**config.mk**
```make
export PLATFORM = sky130hd
export DESIGN_NAME = svc_soc_io_arb
export DESIGN_NICKNAME = d
export VERILOG_FILES = /design/src/rtl/svc_soc_io_arb.sv
export SDC_FILE = /design/constraint.sdc
export NUM_CORES = 1
export LEC_CHECK = 0
export CAP_MARGIN = 20
export CORE_AREA = 2 2 133 135
export DETAILED_ROUTE_END_ITERATION = 12
export DIE_AREA = 0 0 135 137
export HOLD_SLACK_MARGIN = 0.15
export PLACE_DENSITY = 0.54
export SLEW_MARGIN = 20
export SYNTH_ARGS = -nofsm -noshare
export SYNTH_HDL_FRONTEND = slang
export SYNTH_SLANG_ARGS = --single-unit
```
**constraint.sdc**
```tcl
create_clock -name clk -period 4.6 [get_ports clk]
set_input_delay 0.69 -clock clk [delete_from_list [all_inputs] [get_ports clk]]
set_output_delay 0.69 -clock clk [all_outputs]
set_load 0.02 [all_outputs]
```
**src/rtl/svc_soc_io_arb.sv**
```systemverilog
// Two-requester round-robin arbiter onto a simple I/O port.
// Writes issue at one per cycle; a read holds the port for one return cycle.
module svc_soc_io_arb #(
    parameter int AW = 32,
    parameter int DW = 32
) (
    input  logic            clk,
    input  logic            rst_n,
    input  logic            m0_valid,
    output logic            m0_ready,
    input  logic            m0_we,
    input  logic [AW-1:0]   m0_addr,
    input  logic [DW-1:0]   m0_wdata,
    input  logic [DW/8-1:0] m0_wstrb,
    output logic            m0_rvalid,
    output logic [DW-1:0]   m0_rdata,
    input  logic            m1_valid,
    output logic            m1_ready,
    input  logic            m1_we,
    input  logic [AW-1:0]   m1_addr,
    input  logic [DW-1:0]   m1_wdata,
    input  logic [DW/8-1:0] m1_wstrb,
    output logic            m1_rvalid,
    output logic [DW-1:0]   m1_rdata,
    output logic            io_ren,
    output logic [AW-1:0]   io_raddr,
    input  logic [DW-1:0]   io_rdata,
    output logic            io_wen,
    output logic [AW-1:0]   io_waddr,
    output logic [DW-1:0]   io_wdata,
    output logic [DW/8-1:0] io_wstrb
);

    typedef enum logic {IDLE, RD_WAIT} state_e;

    state_e state_q, state_d;
    logic   last_grant_q, last_grant_d;
    logic   owner_q, owner_d;
    logic   gnt0, gnt1, acc, sel, sel_we;

    // Grants are gated by rst_n so nothing leaks out combinationally during reset.
    always_comb begin
        gnt0   = rst_n && (state_q == IDLE) && m0_valid && (!m1_valid || last_grant_q);
        gnt1   = rst_n && (state_q == IDLE) && m1_valid && (!m0_valid || !last_grant_q);
        acc    = gnt0 | gnt1;
        sel    = gnt1;
        sel_we = sel ? m1_we : m0_we;
    end

    always_ff @(posedge clk or negedge rst_n) begin
        if (!rst_n) begin
            state_q      <= IDLE;
            last_grant_q <= 1'b1;
            owner_q      <= 1'b0;
        end else begin
            state_q      <= state_d;
            last_grant_q <= last_grant_d;
            owner_q      <= owner_d;
        end
    end

    always_comb begin
        state_d      = state_q;
        last_grant_d = last_grant_q;
        owner_d      = owner_q;
        case (state_q)
            IDLE: begin
                if (acc) last_grant_d = sel;
                if (acc && !sel_we) begin
                    state_d = RD_WAIT;
                    owner_d = sel;
                end
            end
            RD_WAIT: state_d = IDLE;
            default: state_d = IDLE;
        endcase
    end

    always_comb begin
        m0_ready  = gnt0;
        m1_ready  = gnt1;
        io_wen    = 1'b0;
        io_waddr  = '0;
        io_wdata  = '0;
        io_wstrb  = '0;
        io_ren    = 1'b0;
        io_raddr  = '0;
        m0_rvalid = 1'b0;
        m0_rdata  = '0;
        m1_rvalid = 1'b0;
        m1_rdata  = '0;
        if (acc && sel_we) begin
            io_wen   = 1'b1;
            io_waddr = sel ? m1_addr  : m0_addr;
            io_wdata = sel ? m1_wdata : m0_wdata;
            io_wstrb = sel ? m1_wstrb : m0_wstrb;
        end
        if (acc && !sel_we) begin
            io_ren   = 1'b1;
            io_raddr = sel ? m1_addr : m0_addr;
        end
        if (rst_n && (state_q == RD_WAIT)) begin
            if (owner_q) begin
                m1_rvalid = 1'b1;
                m1_rdata  = io_rdata;
            end else begin
                m0_rvalid = 1'b1;
                m0_rdata  = io_rdata;
            end
        end
    end

endmodule

```
==> metrics.yaml, run 1 <==
outcome: "finished, final reports clean"
crit_path_start: "rst_n"
hpwl_um: 11300
cts.sinks: 3
worst_pin_slew_ns: 0.792
num_vias: 3338
hp-class: "reg -> reg"
overflow: 0
ff2ff_setup_slack_ns: 2.70
fmax_mhz: 252
dr.pass1.iters: 4
grt_max_degree: 70
synthArstFlopShare_pct: 100
maxSlewViolCount: 0
fin_crit_ns: 3.97
viasPerCell: 4.32
synth.area.top_cells: "a32o_1, and2_1, a22o_1, buf_6, clkbuf_1"
cts_resized: 0
row_count: 48
synth_flop_cell: "dfrtp_1"
place_congestion: 0.821
cts_hold_buffers: 0
cap_violations: 0
critPathRequiredTime_ns: 3.91
p_switching_uw: 261
crit_path_end_kind: "primary output"
clock-root-buffer: "clkbuf_16"
grt_pass1_vias: 3192
cts_setup_buffers: 0
die_y_um: 137
crit_type: "in -> out"
sw_frac_of_total_pct: 37.1
core_area_um2: 17100
portBuffers: 343
ir_drop_uv: 117
ys_types: 24
finalWirelength_um: 14000
synth_warnings: 0
die_w_um: 135
min-delay-start: "owner_q"
p_int_uw: 444
path_clk_slew_ns: 0.03
synth_top_area_cell: "a32o_1"
post-place-ws_ns: 0.640
timing.hold.ws_ns: 0.504
stdcell_count: 772
post_drt_wl_per_cell_um: 18.1
final_nets: 719
netlist_area_um2: 1800
synth_edf_count: 0
grt_usage_pct: 13.4
yosysTopAreaCellShare_pct: 35.5
pwr-share-seq_pct: 5.9
worstRegToRegCells: 4
setup_ws_ns: 0.630
maxSlewHeadroom_pct: 47.2
start_kind: "input port"
io_pins: 344
hold_violations: 0
drc: 0
drt_iter0_markers: 219
post-place-cells: 765
htree_levels: 1
cts_tree: "yes"
grt_pass1_wl_um: 19300
cp.arrival_ns: 3.28
drive_gt1_share_pct: 3.13
antenna_found_initial: 3
syn-num-nets: 400
p_comb_share_pct: 74.7
rsz0062_at_grt: "false"
power_density_nw_per_um2: 129
setup_viol: 0
p_leak_uw: 0.00191
r2r_end: "owner_q"
crit_path_end: "io_ren"
ys_ff_latch: 3
insertion_delay_ns: 0.22
clkPwrFrac_pct: 19.5
synth_cells: 226
die-area_um2: 18500
fin_skew_ns: 0.000246
clock_path_buffers: 2
avgSynthCellArea_um2: 7.98
fillerInstances: 1757
initial_core_util_pct: 10.6
power_uw: 706
fin_tns_setup_ns: 0
post-route-period-util_pct: 86.3
synth_common_cells: "a32o_1, and2_1, a22o_1, clkbuf_1, buf_2"
cts_made_buffers: 3
ys_seq_area_share_pct: 4.23
r2r_start: "state_q"
crit_fanout: 68
ant_nets: 0
syn_to_final_growth_pct: 202
through the flow:
stage	area, um^2	util (%)
detailed placement	5360	31.4
CTS	5440	31.9
finish	5450	32.0
global route	5440	31.9
global placement	5360	31.4
floorplan	1800	-
worst max-delay path, cell delays in order:
cell	delay [ns]
clkdlybuf4s50_1	0.62
nor2b_4	0.23
buf_4	0.54
or3b_1	0.46
nand2b_1	0.09
clkdlybuf4s50_1	0.62
flip-flops by register name, summed over array words and instances (netlist names):
signal and cells:
state_q 1, last_grant_q 1, owner_q 1
cell type report:
class                           instances  area (um^2)  area share [%]
Multi-Input combinational cell        187         1520            27.9
Antenna cell                            3         7.51           0.138
Clock buffer                            4         78.8            1.45
Tap cell                              225          282            5.17
Sequential cell                         3         76.3            1.40
Timing Repair Buffer                  350         3480            63.9
worst min path at each step:
stage | depth (start not counted) | to
global route | 1 | owner_q
CTS | 1 | owner_q
finish | 1 | owner_q
global placement | 1 | owner_q
detailed placement | 1 | owner_q
floorplan | 0 | owner_q
kinds of logic (layout without fill, tap and decap cells):
logic type	Yosys count	count (layout)	synth area share (%)
other	0	3	0
AO/OA/AOI/OAI	104	104	54.3
AND/OR/NAND/NOR	83	83	29.6
flip-flops	3	3	4.23
buffers and inverters	36	354	11.8
power groups by stage:
stage | Combinational (uW) | Clock [uW] | Sequential (uW)
2_1_floorplan | 216 | 0 | 39.4
3_3_place_gp | 526 | 0 | 40.9
3_5_place_dp | 528 | 0 | 41.4
4_1_cts | 530 | 140 | 41.2
5_1_grt | 555 | 144 | 42.9
6_report | 527 | 137 | 41.4
layout by cell type, fill, tap and decap left out, types with 2 or more instances in the layout:
cell	netlist	final
nand2_1	2	2
clkbuf_16	0	3
clkdlybuf4s50_1	0	342
and2_1	64	64
dfrtp_1	2	2
buf_4	3	8
nand2b_1	4	4
a21oi_1	2	2
a32o_1	64	64
and3_1	3	3
diode_2	0	3
a22o_1	36	36
layer usage:
metal  global-route usage, %  part of all wire [%]  vias up
li1                        -                     -     1566
met1                    15.4                    38     1544
met2                    24.3                    50      214
met3                    3.81                    10       14
met4                    3.47                   1.8        0
met5                       0                     0        -
No activity file was read; power rests on OpenSTA's default activity.
==> run 2, diff against run 1 <==
--- a/config.mk
+++ b/config.mk
@@ -6,11 +6,12 @@
 export NUM_CORES = 1
 export LEC_CHECK = 0
 export CAP_MARGIN = 20
-export CORE_AREA = 2 2 133 135
+export CORE_AREA = 2 2 135 137
 export DETAILED_ROUTE_END_ITERATION = 12
-export DIE_AREA = 0 0 135 137
+export DIE_AREA = 0 0 137 139
 export HOLD_SLACK_MARGIN = 0.15
-export PLACE_DENSITY = 0.54
+export PLACE_DENSITY = 0.53
+export SETUP_SLACK_MARGIN = 0.05
 export SLEW_MARGIN = 20
 export SYNTH_ARGS = -nofsm -noshare
 export SYNTH_HDL_FRONTEND = slang
==> constraint.sdc (replaced) <==
create_clock -name clk -period 3.9 [get_ports clk]
set_input_delay 0.585 -clock clk [delete_from_list [all_inputs] [get_ports clk]]
set_output_delay 0.585 -clock clk [all_outputs]
set_load 0.02 [all_outputs]
==> metrics.yaml, run 2 (synthesis results as in run 1) <==
cts.sinks: 3
row_count: 49
cts_tree: "yes"
place_congestion: 0.847
p_leak_uw: 0.00193
timing.hold.ws_ns: 0.494
fin_tns_setup_ns: 0
cts_resized: 0
min_to: "owner_q"
path_clk_slew_ns: 0.03
post-place-cells: 771
stdcell_area_um2: 5510
power_density_nw_per_um2: 152
rsz0062_at_grt: "false"
ff2ff_setup_slack_ns: 2.28
finalWirelength_um: 13200
clkPwrFrac_pct: 19.5
fin_util_pct: 31.2
fin_skew_ns: 0.00122
hold_depth: 1
top_regs: "last_grant_q: 1 flops, owner_q: 1 flops, state_q: 1 flops"
drive_gt1_share_pct: 3.48
crit_cells: 6
sw_frac_of_total_pct: 36.7
min-delay-start: "owner_q"
insertion_delay_ns: 0.22
cts_hold_buffers: 0
initial_core_util_pct: 10.2
antenna_found_initial: 1
htree_levels: 1
cp.arrival_ns: 2.78
dpl-instance-area_um2: 5430
die_w_um: 137
drt_iter0_markers: 146
outcome: "finished, final reports clean"
ant_nets: 0
crit_type: "in -> out"
critical-path-top-delay-family: "buffers and inverters"
hpwl_um: 10600
post-route-period-util_pct: 86.3
ir_drop_uv: 113
grt_pass1_wl_um: 18600
io_pins: 344
fmax_mhz: 297
grt_usage_pct: 12.3
drc: 0
dr.pass1.iters: 4
post_drt_wl_per_cell_um: 17.0
cp_num_buf_inv: 3
crit_chain: "clkdlybuf4s50_1 -> nor2b_4 -> and4_4 -> buf_12 -> a32o_1 -> clkdlybuf4s50_1"
pwr-share-seq_pct: 5.7
fillerInstances: 1799
grt_max_degree: 67
maxSlewViolCount: 0
grt_pass1_vias: 3247
stdcell_count: 775
final_nets: 721
p_int_uw: 531
overflow: 0
syn_to_final_growth_pct: 206
crit_path_end_kind: "primary output"
setup_viol: 0
core_area_um2: 17700
portBuffers: 343
critical_path.max_stage_delay_ns: 0.61
clock_path_buffers: 2
viasPerCell: 4.32
fin_crit_ns: 3.37
p_switching_uw: 308
crit_fanout: 48
start_kind: "input port"
cts_setup_buffers: 0
path_common_cell: "clkdlybuf4s50_1"
slowest_stage: "clkdlybuf4s50_1"
hp-class: "reg -> reg"
insertedDiodeCount: 0
hold_violations: 0
maxSlewHeadroom_pct: 73.6
worst_pin_slew_ns: 0.396
r2r_end: "owner_q"
clock-root-buffer: "clkbuf_16"
die_y_um: 139
die-area_um2: 19000
cap_violations: 0
final_cell_mix: "clkdlybuf4s50_1, a32o_1, and2_1"
final_common_cell: "clkdlybuf4s50_1"
worstRegToRegCells: 4
num_vias: 3345
critPathRequiredTime_ns: 3.31
cts_made_buffers: 3
r2r_start: "state_q"
p_comb_share_pct: 74.9
==> run 2: layout make-up <==
class | count | area, um^2 | area share [%]
clock buffers | 4 | 78.8 | 1.43
multi-input cells | 187 | 1520 | 27.6
flip-flops and latches | 3 | 76.3 | 1.38
well taps | 229 | 287 | 5.20
repair buffers | 352 | 3550 | 64.4
==> run 2: power groups by stage <==
| stage | registers (uW) | clock network [uW] | logic [uW] |
|---|---|---|---|
| 2_1_floorplan | 46.4 | 0 | 254 |
| 3_3_place_gp | 47.8 | 0 | 628 |
| 3_5_place_dp | 47.9 | 0 | 630 |
| 4_1_cts | 47.6 | 165 | 634 |
| 5_1_grt | 49.7 | 170 | 665 |
| 6_report | 47.6 | 163 | 628 |
==> run 2: worst max path at each step <==
stage | from | endpoint | slack [ns]
detailed placement | rst_n | io_waddr[30] | 0.52
finish | rst_n | io_waddr[30] | 0.53
floorplan | rst_n | io_wdata[10] | 1.72
CTS | rst_n | io_waddr[4] | 0.51
global placement | rst_n | io_waddr[4] | 0.55
global route | rst_n | io_waddr[3] | 0.41
==> run 2: worst reg2reg max path: stages (launching register included) <==
cell     delay, ns
dfrtp_1       0.41
nor2b_4       0.20
buf_12        0.27
or3b_1        0.44
a21o_1        0.20
==> run 2: metrics by stage <==
stage / worst slack, ns / power, uW
3_5_place_dp: 0.521 / 678
5_1_grt: 0.407 / 885
3_3_place_gp: 0.553 / 675
2_1_floorplan: 1.72 / 301
6_report: 0.535 / 839
4_1_cts: 0.513 / 847
==> run 2: metal layers <==
| metal | track usage, % | wire length, um | vias to the layer above |
|---|---|---|---|
| li1 | - | - | 1561 |
| met1 | 13.1 | 4810 | 1545 |
| met2 | 23.1 | 6570 | 213 |
| met3 | 3.47 | 1500 | 24 |
| met4 | 3.47 | 316 | 2 |
| met5 | 0 | 13 | - |
